--- src/rtl/am_wave_gen_pkg.sv ---
// am_wave_gen_pkg: shared types and constants for the AM test-waveform
// generator and its sequential divide-by-constant.
//   state_t      calculation FSM states
//   MID_CODE     12-bit mid-scale code the carrier is centred on
//   DIV_CONST    divisor turning A*m (percent) into d
//   MAX_INDX     modulation index clamp, percent
//   PROD_W/QUOT_W  product and quotient widths
package am_wave_gen_pkg;

  typedef enum logic [1:0] {
    ST_IDLE,
    ST_MUL,
    ST_DIV,
    ST_LOAD
  } state_t;

  localparam int unsigned MID_CODE  = 2048;
  localparam int unsigned DIV_CONST = 100;
  localparam int unsigned MAX_INDX  = 100;
  localparam int unsigned PROD_W    = 17;
  localparam int unsigned QUOT_W    = 10;
  localparam int unsigned AMP_W     = 10;
  localparam int unsigned INDX_W    = 8;
  localparam int unsigned M_W       = 7;
  localparam int unsigned ENV_W     = 11;
  localparam int unsigned WAVE_W    = 12;

  function automatic logic [M_W-1:0] clamp_indx(input logic [INDX_W-1:0] v);
    return (v > INDX_W'(MAX_INDX)) ? M_W'(MAX_INDX) : v[M_W-1:0];
  endfunction

endpackage

--- src/rtl/am_wave_gen_if.sv ---
// am_wave_gen_if: request/response and waveform bundle of am_wave_gen.
//   pls, start, indx_set, amp            driven by the master
//   busy, cal_dn, gen_vld, env_hi,
//   env_lo, wave                          driven by the generator (slave)
//   pp_t2b, pp_b2t                        only with AM_WAVE_GEN_PP_OUT_EN
interface am_wave_gen_if;
  import am_wave_gen_pkg::*;

  logic                pls;
  logic                start;
  logic [INDX_W-1:0]   indx_set;
  logic [AMP_W-1:0]    amp;
  logic                busy;
  logic                cal_dn;
  logic                gen_vld;
  logic [ENV_W-1:0]    env_hi;
  logic [ENV_W-1:0]    env_lo;
  logic [WAVE_W-1:0]   wave;
`ifdef AM_WAVE_GEN_PP_OUT_EN
  logic [WAVE_W-1:0]   pp_t2b;
  logic [WAVE_W-1:0]   pp_b2t;
`endif

  modport master (
    output pls, start, indx_set, amp,
`ifdef AM_WAVE_GEN_PP_OUT_EN
    input  pp_t2b, pp_b2t,
`endif
    input  busy, cal_dn, gen_vld, env_hi, env_lo, wave
  );

  modport slave (
    input  pls, start, indx_set, amp,
`ifdef AM_WAVE_GEN_PP_OUT_EN
    output pp_t2b, pp_b2t,
`endif
    output busy, cal_dn, gen_vld, env_hi, env_lo, wave
  );

endinterface

--- src/rtl/am_wave_div.sv ---
// am_wave_div: restoring shift-subtract divider by a constant, one quotient
// bit per clk, MSB first; PROD_W clks per division.
//   clk, rst   clock, synchronous active-high reset
//   start      load dividend and begin (restarts any division in flight)
//   dividend   PROD_W-bit unsigned dividend
//   done       high during the final step; quotient is valid the clk after
//   quotient   QUOT_W-bit quotient (caller guarantees it fits)
module am_wave_div
  import am_wave_gen_pkg::*;
#(
  parameter int unsigned DIVISOR = DIV_CONST
) (
  input  logic              clk,
  input  logic              rst,
  input  logic              start,
  input  logic [PROD_W-1:0] dividend,
  output logic              done,
  output logic [QUOT_W-1:0] quotient
);

  localparam int unsigned RW = $clog2(DIVISOR);
  localparam int unsigned TW = RW + 1;
  localparam int unsigned CW = $clog2(PROD_W);

  logic [PROD_W-1:0] dvd;
  logic [RW-1:0]     rem;
  logic [CW-1:0]     cnt;
  logic              run;
  logic [TW-1:0]     trial;
  logic              fits;

  always_comb begin
    trial = {rem, dvd[PROD_W-1]};
    fits  = (trial >= TW'(DIVISOR));
  end

  // Combinational so the caller can leave its DIV state on the last step.
  assign done = run && (cnt == CW'(PROD_W - 1));

  always_ff @(posedge clk) begin
    if (rst) begin
      dvd      <= '0;
      rem      <= '0;
      cnt      <= '0;
      run      <= 1'b0;
      quotient <= '0;
    end else if (start) begin
      dvd      <= dividend;
      rem      <= '0;
      cnt      <= '0;
      run      <= 1'b1;
      quotient <= '0;
    end else if (run) begin
      rem      <= fits ? RW'(trial - TW'(DIVISOR)) : RW'(trial);
      quotient <= {quotient[QUOT_W-2:0], fits};
      dvd      <= {dvd[PROD_W-2:0], 1'b0};
      cnt      <= cnt + 1'b1;
      if (done) run <= 1'b0;
    end
  end

endmodule

--- src/rtl/am_wave_gen.sv ---
// am_wave_gen: AM test-waveform source. Computes envelope limits A+d / A-d
// with d = A*m/100 (sequential divide), then emits a square carrier around
// MID_CODE whose amplitude follows a triangle between those limits.
//   clk, rst   clock, synchronous active-high reset
//   bus        am_wave_gen_if.slave: pls, start, indx_set, amp in;
//              busy, cal_dn, gen_vld, env_hi, env_lo, wave out
// Optional: define AM_WAVE_GEN_PP_OUT_EN to add pp_t2b = 2*env_hi and
// pp_b2t = 2*env_lo on the interface for index-calculator loopback.
module am_wave_gen
  import am_wave_gen_pkg::*;
#(
  parameter int unsigned CAR_HALF = 8,
  parameter int unsigned ENV_DIV  = 4
) (
  input logic          clk,
  input logic          rst,
  am_wave_gen_if.slave bus
);

  localparam int unsigned CCW = $clog2(CAR_HALF + 1);
  localparam int unsigned ECW = $clog2(ENV_DIV + 1);

  state_t              state;
  logic [M_W-1:0]      m_lat;
  logic [AMP_W-1:0]    a_lat;
  logic [PROD_W-1:0]   product;
  logic                div_start;
  logic                div_done;
  logic [QUOT_W-1:0]   quot;
  logic [ENV_W-1:0]    new_hi;
  logic [ENV_W-1:0]    new_lo;
  logic                load_now;

  logic                busy_r;
  logic                cal_dn_r;
  logic                gen_vld_r;
  logic [ENV_W-1:0]    env_hi_r;
  logic [ENV_W-1:0]    env_lo_r;
  logic [WAVE_W-1:0]   wave_r;

  logic [CCW-1:0]      car_cnt;
  logic [ECW-1:0]      env_cnt;
  logic                car_wrap;
  logic                env_wrap;
  logic                phase;
  logic                dir_up;
  logic [ENV_W-1:0]    env;

  // The MUL cycle feeds the divider directly; its dividend register holds P.
  assign product   = PROD_W'(a_lat) * PROD_W'(m_lat);
  assign div_start = (state == ST_MUL);
  assign new_hi    = ENV_W'(a_lat) + ENV_W'(quot);
  assign new_lo    = ENV_W'(a_lat) - ENV_W'(quot);
  // A start arriving in LOAD aborts it, so the limits are not applied.
  assign load_now  = (state == ST_LOAD) && !bus.start;

  am_wave_div #(
    .DIVISOR (DIV_CONST)
  ) u_div (
    .clk      (clk),
    .rst      (rst),
    .start    (div_start),
    .dividend (product),
    .done     (div_done),
    .quotient (quot)
  );

`ifdef AM_WAVE_GEN_PP_OUT_EN
  logic [WAVE_W-1:0] pp_t2b_r;
  logic [WAVE_W-1:0] pp_b2t_r;
  assign bus.pp_t2b = pp_t2b_r;
  assign bus.pp_b2t = pp_b2t_r;
`endif

  always_ff @(posedge clk) begin
    if (rst) begin
      state     <= ST_IDLE;
      m_lat     <= '0;
      a_lat     <= '0;
      busy_r    <= 1'b0;
      cal_dn_r  <= 1'b0;
      gen_vld_r <= 1'b0;
      env_hi_r  <= '0;
      env_lo_r  <= '0;
`ifdef AM_WAVE_GEN_PP_OUT_EN
      pp_t2b_r  <= '0;
      pp_b2t_r  <= '0;
`endif
    end else begin
      cal_dn_r <= 1'b0;
      if (bus.start) begin
        m_lat  <= clamp_indx(bus.indx_set);
        a_lat  <= bus.amp;
        busy_r <= 1'b1;
        state  <= ST_MUL;
      end else begin
        case (state)
          ST_IDLE: state <= ST_IDLE;
          ST_MUL:  state <= ST_DIV;
          ST_DIV:  if (div_done) state <= ST_LOAD;
          ST_LOAD: begin
            env_hi_r  <= new_hi;
            env_lo_r  <= new_lo;
`ifdef AM_WAVE_GEN_PP_OUT_EN
            pp_t2b_r  <= {new_hi, 1'b0};
            pp_b2t_r  <= {new_lo, 1'b0};
`endif
            cal_dn_r  <= 1'b1;
            gen_vld_r <= 1'b1;
            busy_r    <= 1'b0;
            state     <= ST_IDLE;
          end
          default: state <= ST_IDLE;
        endcase
      end
    end
  end

  assign car_wrap = (car_cnt == CCW'(CAR_HALF - 1));
  assign env_wrap = (env_cnt == ECW'(ENV_DIV - 1));

  always_ff @(posedge clk) begin
    if (rst) begin
      car_cnt <= '0;
      env_cnt <= '0;
      phase   <= 1'b0;
      dir_up  <= 1'b1;
      env     <= '0;
      wave_r  <= WAVE_W'(MID_CODE);
    end else begin
      if (!gen_vld_r)
        wave_r <= WAVE_W'(MID_CODE);
      else if (phase)
        wave_r <= WAVE_W'(MID_CODE) + {1'b0, env};
      else
        wave_r <= WAVE_W'(MID_CODE) - {1'b0, env};

      if (bus.pls) begin
        car_cnt <= car_wrap ? '0 : car_cnt + 1'b1;
        env_cnt <= env_wrap ? '0 : env_cnt + 1'b1;
        if (car_wrap) phase <= ~phase;
      end

      if (load_now) begin
        env    <= new_lo;
        dir_up <= 1'b1;
      end else if (bus.pls && env_wrap && (env_hi_r != env_lo_r)) begin
        // Turnaround is taken on the step after a limit is reached, so each
        // limit is held for one full envelope step like any other level.
        if (dir_up) begin
          if (env >= env_hi_r) begin
            dir_up <= 1'b0;
            env    <= env - 1'b1;
          end else begin
            env    <= env + 1'b1;
          end
        end else begin
          if (env <= env_lo_r) begin
            dir_up <= 1'b1;
            env    <= env + 1'b1;
          end else begin
            env    <= env - 1'b1;
          end
        end
      end
    end
  end

  assign bus.busy    = busy_r;
  assign bus.cal_dn  = cal_dn_r;
  assign bus.gen_vld = gen_vld_r;
  assign bus.env_hi  = env_hi_r;
  assign bus.env_lo  = env_lo_r;
  assign bus.wave    = wave_r;

endmodule

--- src/flat_wrapper.sv ---
// flat-port wrapper written by rule: the top's interface ports become plain ports
module am_wave_gen_flat import am_wave_gen_pkg::*;
#(
  parameter int unsigned CAR_HALF = 8,
  parameter int unsigned ENV_DIV  = 4
)
  (clk, rst, bus_pls, bus_start, bus_indx_set, bus_amp, bus_busy, bus_cal_dn, bus_gen_vld, bus_env_hi, bus_env_lo, bus_wave);
  am_wave_gen_if bus_i ();
  input logic clk;
  input logic rst;
  input wire logic [$bits(bus_i.pls)-1:0] bus_pls;
  input wire logic [$bits(bus_i.start)-1:0] bus_start;
  input wire logic [$bits(bus_i.indx_set)-1:0] bus_indx_set;
  input wire logic [$bits(bus_i.amp)-1:0] bus_amp;
  output wire logic [$bits(bus_i.busy)-1:0] bus_busy;
  output wire logic [$bits(bus_i.cal_dn)-1:0] bus_cal_dn;
  output wire logic [$bits(bus_i.gen_vld)-1:0] bus_gen_vld;
  output wire logic [$bits(bus_i.env_hi)-1:0] bus_env_hi;
  output wire logic [$bits(bus_i.env_lo)-1:0] bus_env_lo;
  output wire logic [$bits(bus_i.wave)-1:0] bus_wave;
  assign bus_i.pls = bus_pls;
  assign bus_i.start = bus_start;
  assign bus_i.indx_set = bus_indx_set;
  assign bus_i.amp = bus_amp;
  assign bus_busy = bus_i.busy;
  assign bus_cal_dn = bus_i.cal_dn;
  assign bus_gen_vld = bus_i.gen_vld;
  assign bus_env_hi = bus_i.env_hi;
  assign bus_env_lo = bus_i.env_lo;
  assign bus_wave = bus_i.wave;
  am_wave_gen #(.CAR_HALF(CAR_HALF), .ENV_DIV(ENV_DIV)) u_core (.clk(clk), .rst(rst), .bus(bus_i));
endmodule
--- config.mk ---
export PLATFORM = sky130hd
export DESIGN_NAME = am_wave_gen_flat
export DESIGN_NICKNAME = d
export VERILOG_FILES = /design/src/rtl/am_wave_gen_pkg.sv /design/src/rtl/am_wave_gen_if.sv /design/src/rtl/am_wave_div.sv /design/src/rtl/am_wave_gen.sv /design/src/flat_wrapper.sv
export SDC_FILE = /design/constraint.sdc
export NUM_CORES = 1
export LEC_CHECK = 0
export ABC_AREA = 1
export CAP_MARGIN = 30
export CORE_MARGIN = 1
export CORE_UTILIZATION = 50
export DETAILED_ROUTE_END_ITERATION = 10
export DONT_BUFFER_PORTS = 1
export GPL_TIMING_DRIVEN = 0
export HOLD_SLACK_MARGIN = 0.08
export SLEW_MARGIN = 30
export SYNTH_ARGS = -nofsm -noshare
export SYNTH_HDL_FRONTEND = slang
export SYNTH_SLANG_ARGS = --single-unit
--- constraint.sdc ---
create_clock -name clk -period 8.2 [get_ports clk]
set_clock_uncertainty 0.1 [all_clocks]
set_input_delay 0.41 -clock clk [delete_from_list [all_inputs] [get_ports clk]]
set_output_delay 0.41 -clock clk [all_outputs]
set_load 0.03 [all_outputs]
# Word level (Yosys, flattened, before mapping)
# Index checks and enable logic that the tools add are counted.
word_totals:
  ff_bits: 116
  in_bits: 22
  out_inout_bits: 37
  word_cells: 87
op_classes:
  add_sub_neg: 10
  multipliers: 1
  magnitude_cmp: 4
  n_eq_ne: 9
  muxes: 24
  bitwise_logic: 3
  reduce_logical: 16
ops:
  columns: ["operator", "count"]
  rows:
  - ["11-bit two-way mux", 5]
  - ["17-bit two-way mux", 2]
  - ["10-bit by 7-bit multiplier with 17-bit output", 1]
  - ["7-bit two-way mux", 2]
  - ["12-bit by 11-bit adder with 12-bit output (first input constant)", 1]
  - ["12-bit two-way mux", 1]
  - ["12-bit by 11-bit subtractor with 12-bit output (first input constant)", 1]
  - ["10-bit by 10-bit adder with 11-bit output", 1]
  - ["11-bit by 1-bit adder with 11-bit output (second input constant)", 1]
  - ["11-bit >= comparator", 1]
  - ["11-bit less-or-equal comparator", 1]
  - ["11-bit inequality test", 1]
  - ["10-bit by 10-bit subtractor with 11-bit output", 1]
  - ["11-bit by 1-bit subtractor with 11-bit output (second input constant)", 1]
  - ["1-bit two-way mux", 10]
  - ["2-bit OR reduction", 5]
  - ["8-bit by 7-bit >= comparator with 1-bit output (second input constant)", 1]
  - ["8-bit by 7-bit greater-than comparator with 1-bit output (second input constant)", 1]
  - ["7-bit subtractor (second input constant)", 1]
  - ["2-bit case mux with 3 select lines", 1]
  - ["2-bit nonzero test", 3]
  - ["5-bit by 1-bit adder with 5-bit output (second input constant)", 1]
  - ["5-bit equality test (second input constant)", 1]
  - ["4-bit by 1-bit adder with 4-bit output (second input constant)", 1]
  - ["other kinds (15)", 22]

# Logic depth before layout (Yosys ltp)
# Gate-level depths: netlist of the first run.
logic_depth:
  word_depth: 5
  mapped_depth: 22
  depth_no_buf: 21

# Modules after synthesis
# From an unflattened synthesis of the first run, not the netlist that was laid out.
unflattened:
  cells_unflattened: 1240
  area_unflattened_um2: 9067.4
modules_own_cells:
  columns: ["module", "n_inst", "cells_each", "area_per_inst_um2"]
  rows:
  - ["am_wave_gen", 1, 1015, 7183.1]
  - ["am_wave_div", 1, 225, 1884.3]

# Worst setup path after synthesis of the first run
# Ideal clock, no wire load.
synth_timing:
  path_kind: "reg-to-reg"
  startpoint: "register u_core.a_lat[4]"
  endpoint: "register u_core.u_div.dvd[16]"
  setup_ns: 0.132
  t_arrival_ns: 3.901
  required_ns: 7.968
  slack_ns: 4.067
  path_stages_with_launch: 19
  path_buffers: 1
  period_less_slack_ns: 4.133
  path_cell_list: "dfxtp_1 > buf_1 > nand2_1 > inv_1 > fa_1 > fa_1 > fa_1 > inv_1 > fa_1 > inv_1 > ha_1 > a21oi_1 > o21ai_0 > a21oi_1 > nand2_1 > nand2_1 > nand3_1 > nand2_1 > a21oi_1"
synth_between:
  elab_chain_len: 2
synth_lines:
  columns: ["item", "line_no", "text"]
  rows:
  - ["start, declared", "am_wave_gen.sv:25", "logic [AMP_W-1:0] a_lat;"]
  - ["start signal, assigned", "am_wave_gen.sv:93", "a_lat <= bus.amp;"]
  - ["10-bit by 7-bit multiplier with 17-bit output", "am_wave_gen.sv:50", "assign product = PROD_W'(a_lat) * PROD_W'(m_lat);"]
  - ["17-bit two-way mux", "am_wave_div.sv:47", "end else if (start) begin"]
  - ["end signal, assigned", "am_wave_div.sv:48", "dvd <= dividend;"]
  - ["end signal, assigned", "am_wave_div.sv:56", "dvd <= {dvd[PROD_W-2:0], 1'b0};"]
  - ["end, declared", "am_wave_div.sv:25", "logic [PROD_W-1:0] dvd;"]
# Every way passes these cells.
# A chain may end at the register's enable or synchronous reset.

# Worst setup path in the final report of the first run
layout_timing:
  startpoint: "register u_core.m_lat[4]"
  endpoint: "register u_core.u_div.dvd[16]"
layout_between:
  elab_chain_len: 2
layout_lines:
  columns: ["item", "line_no", "text"]
  rows:
  - ["start, declared", "am_wave_gen.sv:24", "logic [M_W-1:0] m_lat;"]
  - ["start signal, assigned", "am_wave_gen.sv:92", "m_lat <= clamp_indx(bus.indx_set);"]
  - ["10-bit by 7-bit multiplier with 17-bit output", "am_wave_gen.sv:50", null]
  - ["17-bit two-way mux", "am_wave_div.sv:47", null]
# Every way passes these cells.

==> results.py, run 1 <==
metrics = {
    "routing": {
        "first_iter_violations": 569,
        "drtAntennaViolNets": 0,
        "drtPass1Iterations": 7,
        "routed_wl_um": 25100,
        "drt-vias-per-instance": 5.22,
        "drc": 0,
        "via_count": 8398,
        "avgRoutedWirePerCell_um": 15.6,
    },
    "floorplanning": {
        "rows": 49,
        "core_area_sq_um": 18000,
        "die_h_um": 137,
        "start_util_pct": 51.0,
        "io_pins": 59,
        "die_w_um": 137,
        "die_area_sq_um": 18900,
    },
    "logic_synthesis": {
        "async_flop_share_pct": 0,
        "synth_cells": 1329,
        "synth_seq_cells": 115,
        "ys_warn_count": 0,
        "yosysUniqueCellTypes": 47,
        "synth_edf_count": 0,
        "seq_area_frac_synth_pct": 25.1,
        "synthTopCellsByCount": "nand2_1 (296), inv_1 (240), dfxtp_1 (115), a21oi_1 (100), nand3_1 (100)",
        "syn_avg_cell_area_sq_um": 6.89,
        "yosysTopAreaCell": "dfxtp_1",
        "syn-num-nets": 1480,
        "syn_area_sq_um": 9160,
        "synth_flop_cell": "dfxtp_1",
        "synth_top_area_share_pct": 25.1,
        "synth.area.top_cells": "dfxtp_1 (25%), nand2_1 (12%), ha_1 (12%)",
        "synth.most_common_cell": "nand2_1",
    },
    "placed_design": {
        "portBuffers": 0,
        "place_congestion": 0.911,
        "dp_hpwl_um": 19400,
    },
    "cts": {
        "cts_tree": "yes",
        "cts_made_buffers": 17,
        "cts_resized": 0,
        "cts_max_level": 4,
        "cts.clk_slew.worst_paths_ps": 50,
        "clockBufferDepth": 2,
        "cts_root_buf": "clkbuf_16",
        "numClockSinks": 115,
        "insertion_delay_ps": 420,
    },
    "power": {
        "p_leak_nw": 5.44,
        "switchingPower_uw": 487,
        "vdd_drop_max_v": 0.000141,
        "power_frac_clock_pct": 46.2,
        "swShare_pct": 29.2,
        "pwr-share-seq_pct": 36.3,
        "power_density_nw_per_um2": 163,
        "comb_power_share_pct": 17.6,
        "p_int_mw": 1.18,
    },
    "flow_run": {
        "maxCapViolations": 0,
    },
    "timing": {
        "hold_viol_final": 0,
        "finalMaxSlewViolations": 0,
        "finalCriticalPeriod_ps": 4720,
        "setup_tns_ps": 0,
        "post-route-period-util_pct": 57.6,
        "worstMarginPinSlew_ps": 720,
        "fmax_mhz": 212,
        "rsz0062_at_grt": "false",
        "whs_ps": 94.5,
        "maxSlewHeadroom_pct": 52.0,
        "setup_viol": 0,
    },
    "finish": {
        "syn2layout_area_growth_pct": 11.8,
        "drive_above_1_share_pct": 5.22,
        "diodes": 0,
        "finalNetCount": 1518,
    },
    "setup_path": {
        "r2r_end": "u_core.u_div.dvd[16]$_SDFFE_PP0P_",
        "ff2ff_setup_slack_ps": 3480,
        "timing.rr.start": "u_core.m_lat[4]$_SDFFE_PP0P_",
        "critPathKind": "flop to flop",
        "worstSetupEndpointType": "flop",
        "r2r_cells": 18,
        "worst_setup_path_start_kind": "flop",
        "worstPathRequired_ps": 8380,
        "worstPathArrival_ps": 4900,
        "cp_max_fo": 10,
    },
    "grt": {
        "grt_pass1_wl_um": 40600,
        "overflow": 0,
        "grt_pass1_vias": 8005,
        "gr-usage-all-layers_pct": 28.2,
        "grt_max_degree": 17,
        "antenna_found_initial": 0,
    },
    "min_path": {
        "hp-start": "bus_start",
        "min_path_type": "input port to flop",
        "whs_path_depth": 2,
        "hold_end": "u_core.m_lat[5]$_SDFFE_PP0P_",
    },
    "outcome": {
        "status": "completed",
    },
}
==> worst max-delay path by stage <==
stage | start | to | slack, ps | cells past startpoint
finish | u_core.m_lat[4]$_SDFFE_PP0P_ | u_core.u_div.dvd[16]$_SDFFE_PP0P_ | 3480 | 18
global route | u_core.m_lat[5]$_SDFFE_PP0P_ | u_core.u_div.dvd[16]$_SDFFE_PP0P_ | 3030 | 18
CTS | u_core.a_lat[5]$_SDFFE_PP0P_ | u_core.u_div.dvd[16]$_SDFFE_PP0P_ | 3480 | 18
detailed placement | u_core.a_lat[5]$_SDFFE_PP0P_ | u_core.u_div.dvd[16]$_SDFFE_PP0P_ | 3490 | 18
global placement | u_core.a_lat[4]$_SDFFE_PP0P_ | u_core.u_div.dvd[16]$_SDFFE_PP0P_ | 3450 | 18
floorplan | u_core.a_lat[4]$_SDFFE_PP0P_ | u_core.u_div.dvd[16]$_SDFFE_PP0P_ | 4070 | 18
==> logic make-up (layout without fill, tap and decap cells) <==
| kind of cell | after synthesis | count (layout) | share of synthesized area (%) |
|---|---|---|---|
| buffers and inverters | 303 | 353 | 12.8 |
| xor gates and xnor gates | 35 | 35 | 3.35 |
| DFF | 115 | 115 | 25.1 |
| AOI/OAI and AO/OA | 228 | 228 | 13.8 |
| adders and majority gates | 129 | 129 | 21.0 |
| and+or+nand+nor | 519 | 519 | 23.9 |
==> power by group through the flow <==
stage,sequential [mW],clock [mW],combinational [mW]
5_1_grt,0.608,0.804,0.334
2_1_floorplan,0.610,0,0.212
3_5_place_dp,0.616,0,0.282
3_3_place_gp,0.616,0,0.282
4_1_cts,0.604,0.779,0.292
6_report,0.605,0.770,0.293
==> routing by layer <==
metal / vias to the layer above / part of all wire, % / GRT usage [%]
li1: 4302 / - / -
met5: - / 0 / 0
met1: 3846 / 45 / 35.6
met3: 39 / 5.4 / 5.67
met4: 0 / 2.1 / 8.49
met2: 211 / 48 / 48.3
==> cell usage in the layout, fill, tap and decap left out, types with 10 or more instances in the layout <==
cell / instances
inv_1: 240
o21ai_0: 71
buf_2: 15
nand2_1: 296
nor2_1: 71
nand4_1: 13
a21oi_1: 100
clkbuf_1: 27
o21ai_1: 17
ha_1: 88
dlygate4sd3_1: 19
xor2_1: 29
nand3_1: 100
dfxtp_1: 115
buf_1: 10
nor3_1: 24
clkbuf_16: 17
fa_1: 41
==> timing repair <==
| item | in CTS | in global routing |
|---|---|---|
| setup buffers | 0 | 0 |
| hold buffers | 19 | 0 |
| endpoints found under the hold margin | 16 | 0 |
==> sequential cells by signal, indices dropped and copies added, names as in the netlist <==
signal,count
u_core.u_div.dvd,17
u_core.bus.busy,1
u_core.state,2
u_core.u_div.run,1
u_core.u_div.quotient,10
u_core.u_div.cnt,5
u_core.env,11
u_core.bus.wave,12
u_core.car_cnt,4
u_core.u_div.rem,7
u_core.phase,1
u_core.m_lat,7
u_core.dir_up,1
u_core.env_cnt,3
u_core.bus.env_lo,11
u_core.bus.gen_vld,1
u_core.bus.cal_dn,1
u_core.a_lat,10
u_core.bus.env_hi,10
==> worst max-delay path: stages (launching register included) <==
cell,delay [ps]
dfxtp_1,330
clkbuf_1,440
nand2_1,90
inv_1,90
fa_1,450
fa_1,530
fa_1,550
inv_1,50
fa_1,530
inv_1,40
ha_1,360
a21oi_1,290
o21ai_0,160
a21oi_1,190
nand2_1,70
nand2_1,60
nand3_1,90
nand2_1,100
a21oi_1,60
==> layout make-up <==
type                       instances  area (sq um)
clock buffer                      21           470
tap                              229           287
timing repair buffer              19           190
buffer                            55           241
fill                            1778          7730
sequential                       115          2300
inverter                         248           932
multi-input combinational        911          5680
clock inverter                    10           131
==> metrics by stage <==
step                      total power, mW  std cells  util (%)  worst slack (ps)  area (sq um)
after floorplan                     0.823       1329         -              4070          9160
after CTS                            1.68       1608      57.0              3480         10200
after global placement              0.898       1558      52.6              3450          9440
after global routing                 1.75       1608      57.0              3030         10200
final                                1.67       1608      57.0              3480         10200
after detailed placement            0.898       1558      52.6              3490          9440
Power figures use the tool's default switching activity.
==> inputs of run 2 (changes only) <==
--- a/config.mk
+++ b/config.mk
@@ -13,6 +13,7 @@
 export DONT_BUFFER_PORTS = 1
 export GPL_TIMING_DRIVEN = 0
 export HOLD_SLACK_MARGIN = 0.08
+export PLACE_DENSITY = 0.68
 export SLEW_MARGIN = 30
 export SYNTH_ARGS = -nofsm -noshare
 export SYNTH_HDL_FRONTEND = slang
==> constraint.sdc (replaced) <==
create_clock -name clk -period 4.2 [get_ports clk]
set_clock_uncertainty 0.1 [all_clocks]
set_input_delay 0.21 -clock clk [delete_from_list [all_inputs] [get_ports clk]]
set_output_delay 0.21 -clock clk [all_outputs]
set_load 0.03 [all_outputs]
==> run 2 against run 1 <==
  * Cell area increased by 5.8%
  * Setup slack got worse by 3400 ps
  * Maximum frequency grew 16%
  * Hold slack better by 210 ps
  * Power is 100% higher
  * Register-to-register slack lost 3400 ps
  * Critical path type unchanged
==> results.py, run 2 (synthesis results as in run 1) <==
metrics = {
    "setup_path": {
        "worstPathArrival_ps": 4250,
        "r2r_cells": 21,
        "worstPathRequired_ps": 4370,
        "critPathKind": "flop to flop",
        "worstSetupEndpointType": "flop",
        "worst_setup_path_start_kind": "flop",
        "ff2ff_setup_slack_ps": 120,
        "cp_max_fo": 8,
    },
    "power": {
        "vdd_drop_max_v": 0.000255,
        "power_density_nw_per_um2": 310,
        "finalPower_mw": 3.36,
        "p_leak_nw": 5.62,
    },
    "finish": {
        "final_area_sq_um": 10800,
        "finalNetCount": 1529,
        "drive_above_1_share_pct": 12.8,
        "largest_register_ffs": 17,
        "diodes": 0,
        "final_cell_mix": "nand2_1 (275), inv_1 (228), dfxtp_1 (100)",
        "regArea_sq_um": 2340,
        "largest-register": "u_core.u_div.dvd",
        "final_common_cell": "nand2_1",
        "fin_util_pct": 60.3,
        "multi_input_comb_area_sq_um": 6020,
        "fillCellCount": 1656,
        "syn2layout_area_growth_pct": 18.3,
        "fin_cells": 1620,
    },
    "cts": {
        "numClockSinks": 115,
        "cts_max_level": 4,
        "insertion_delay_ps": 420,
        "cts_made_buffers": 17,
        "clockBufferDepth": 2,
        "cts_tree": "yes",
        "cts_root_buf": "clkbuf_16",
        "cts.clk_slew.worst_paths_ps": 60,
    },
    "grt": {
        "grt_pass1_wl_um": 41100,
        "grt_pass1_vias": 8333,
        "grt_use_met2_pct": 49.6,
        "gr-usage-met3_pct": 5.30,
        "grt_max_degree": 17,
        "grt.met1_usage_pct": 34.2,
        "antenna_found_initial": 0,
        "overflow": 0,
        "busiest_layer": "met2",
        "gr-usage-all-layers_pct": 28.4,
    },
    "placed_design": {
        "dp_slack_ps": -539,
        "dp.cells": 1558,
        "dp_hpwl_um": 19000,
        "portBuffers": 0,
        "place_congestion": 0.925,
        "placedInstanceArea_sq_um": 9440,
    },
    "timing": {
        "whs_ps": 302,
        "fmax_mhz": 245,
        "hold_viol_final": 0,
        "worst_slack_ps": 117,
        "setup_viol": 0,
        "setup_tns_ps": 0,
        "rsz0062_at_grt": "true",
        "finalMaxSlewViolations": 0,
        "worstMarginPinSlew_ps": 675,
        "post-route-period-util_pct": 97.2,
        "finalCriticalPeriod_ps": 4080,
        "maxSlewHeadroom_pct": 55.0,
    },
    "flow_run": {
        "maxCapViolations": 0,
    },
    "floorplanning": {
        "die_area_sq_um": 18900,
        "start_util_pct": 51.0,
        "core_area_sq_um": 18000,
        "die_w_um": 137,
        "rows": 49,
        "die_h_um": 137,
        "io_pins": 59,
    },
    "routing": {
        "via_count": 8642,
        "drt-vias-per-instance": 5.33,
        "avgRoutedWirePerCell_um": 15.8,
        "first_iter_violations": 590,
        "drtAntennaViolNets": 0,
        "drtPass1Iterations": 7,
        "routed_wl_um": 25500,
        "drc": 0,
    },
    "outcome": {
        "status": "completed",
    },
    "min_path": {
        "min_path_type": "input port to flop",
        "whs_path_depth": 5,
    },
}
-- run 2: routing by layer --
metal  wire length (um)  vias up
met5                  0        -
met4                739        0
met3               1280       56
met2              12500      222
met1              11000     4041
li1                   -     4323
-- run 2: where the power goes --
group	leakage, nW	total, mW	switching, mW	internal, mW
Clock	0.301	1.55	0.576	0.973
Sequential	0.944	1.19	0.0546	1.14
Combinational	4.38	0.615	0.388	0.227
Total	5.62	3.36	1.02	2.34
-- run 2: worst paths after layout --
kind,endpoint,from
worst max-delay path,u_core.u_div.dvd[16]$_SDFFE_PP0P_,u_core.a_lat[5]$_SDFFE_PP0P_
worst min-delay path,u_core.m_lat[3]$_SDFFE_PP0P_,bus_indx_set[2]
worst max register to register,u_core.u_div.dvd[16]$_SDFFE_PP0P_,u_core.a_lat[5]$_SDFFE_PP0P_
worst min register to register,u_core.env_cnt[2]$_SDFFE_PP0P_,u_core.env_cnt[2]$_SDFFE_PP0P_
-- run 2: cell type report --
class | instances | area share, %
inverter | 248 | 8.61
tap | 229 | 2.65
multi-input combinational | 911 | 55.6
timing repair buffer | 38 | 3.32
buffer | 47 | 2.45
sequential | 115 | 21.6
clock inverter | 13 | 1.58
clock buffer | 19 | 4.18
-- run 2: worst max-delay path: stages, from the launching register on --
cell and delay (ps):
dfxtp_4 340, buf_6 130, nand2_2 60, inv_2 40
fa_1 550, inv_2 40, fa_1 510, inv_2 40
fa_1 490, inv_2 40, fa_1 500, inv_2 50
ha_4 320, nand2_4 70, inv_2 60, nand2_2 60
nand2_4 80, nand3_2 80, nand3_2 80, nand3_2 90
nand2_2 110, a21oi_1 60
-- run 2: timing repair --
item	4_1_cts	5_1_grt
pin swaps	2	48
hold buffers	28	0
endpoints found under the setup margin	11	11
endpoints found under the hold margin	25	0
buffers inserted	2	8
cloned	0	0
gates resized for setup	34	107
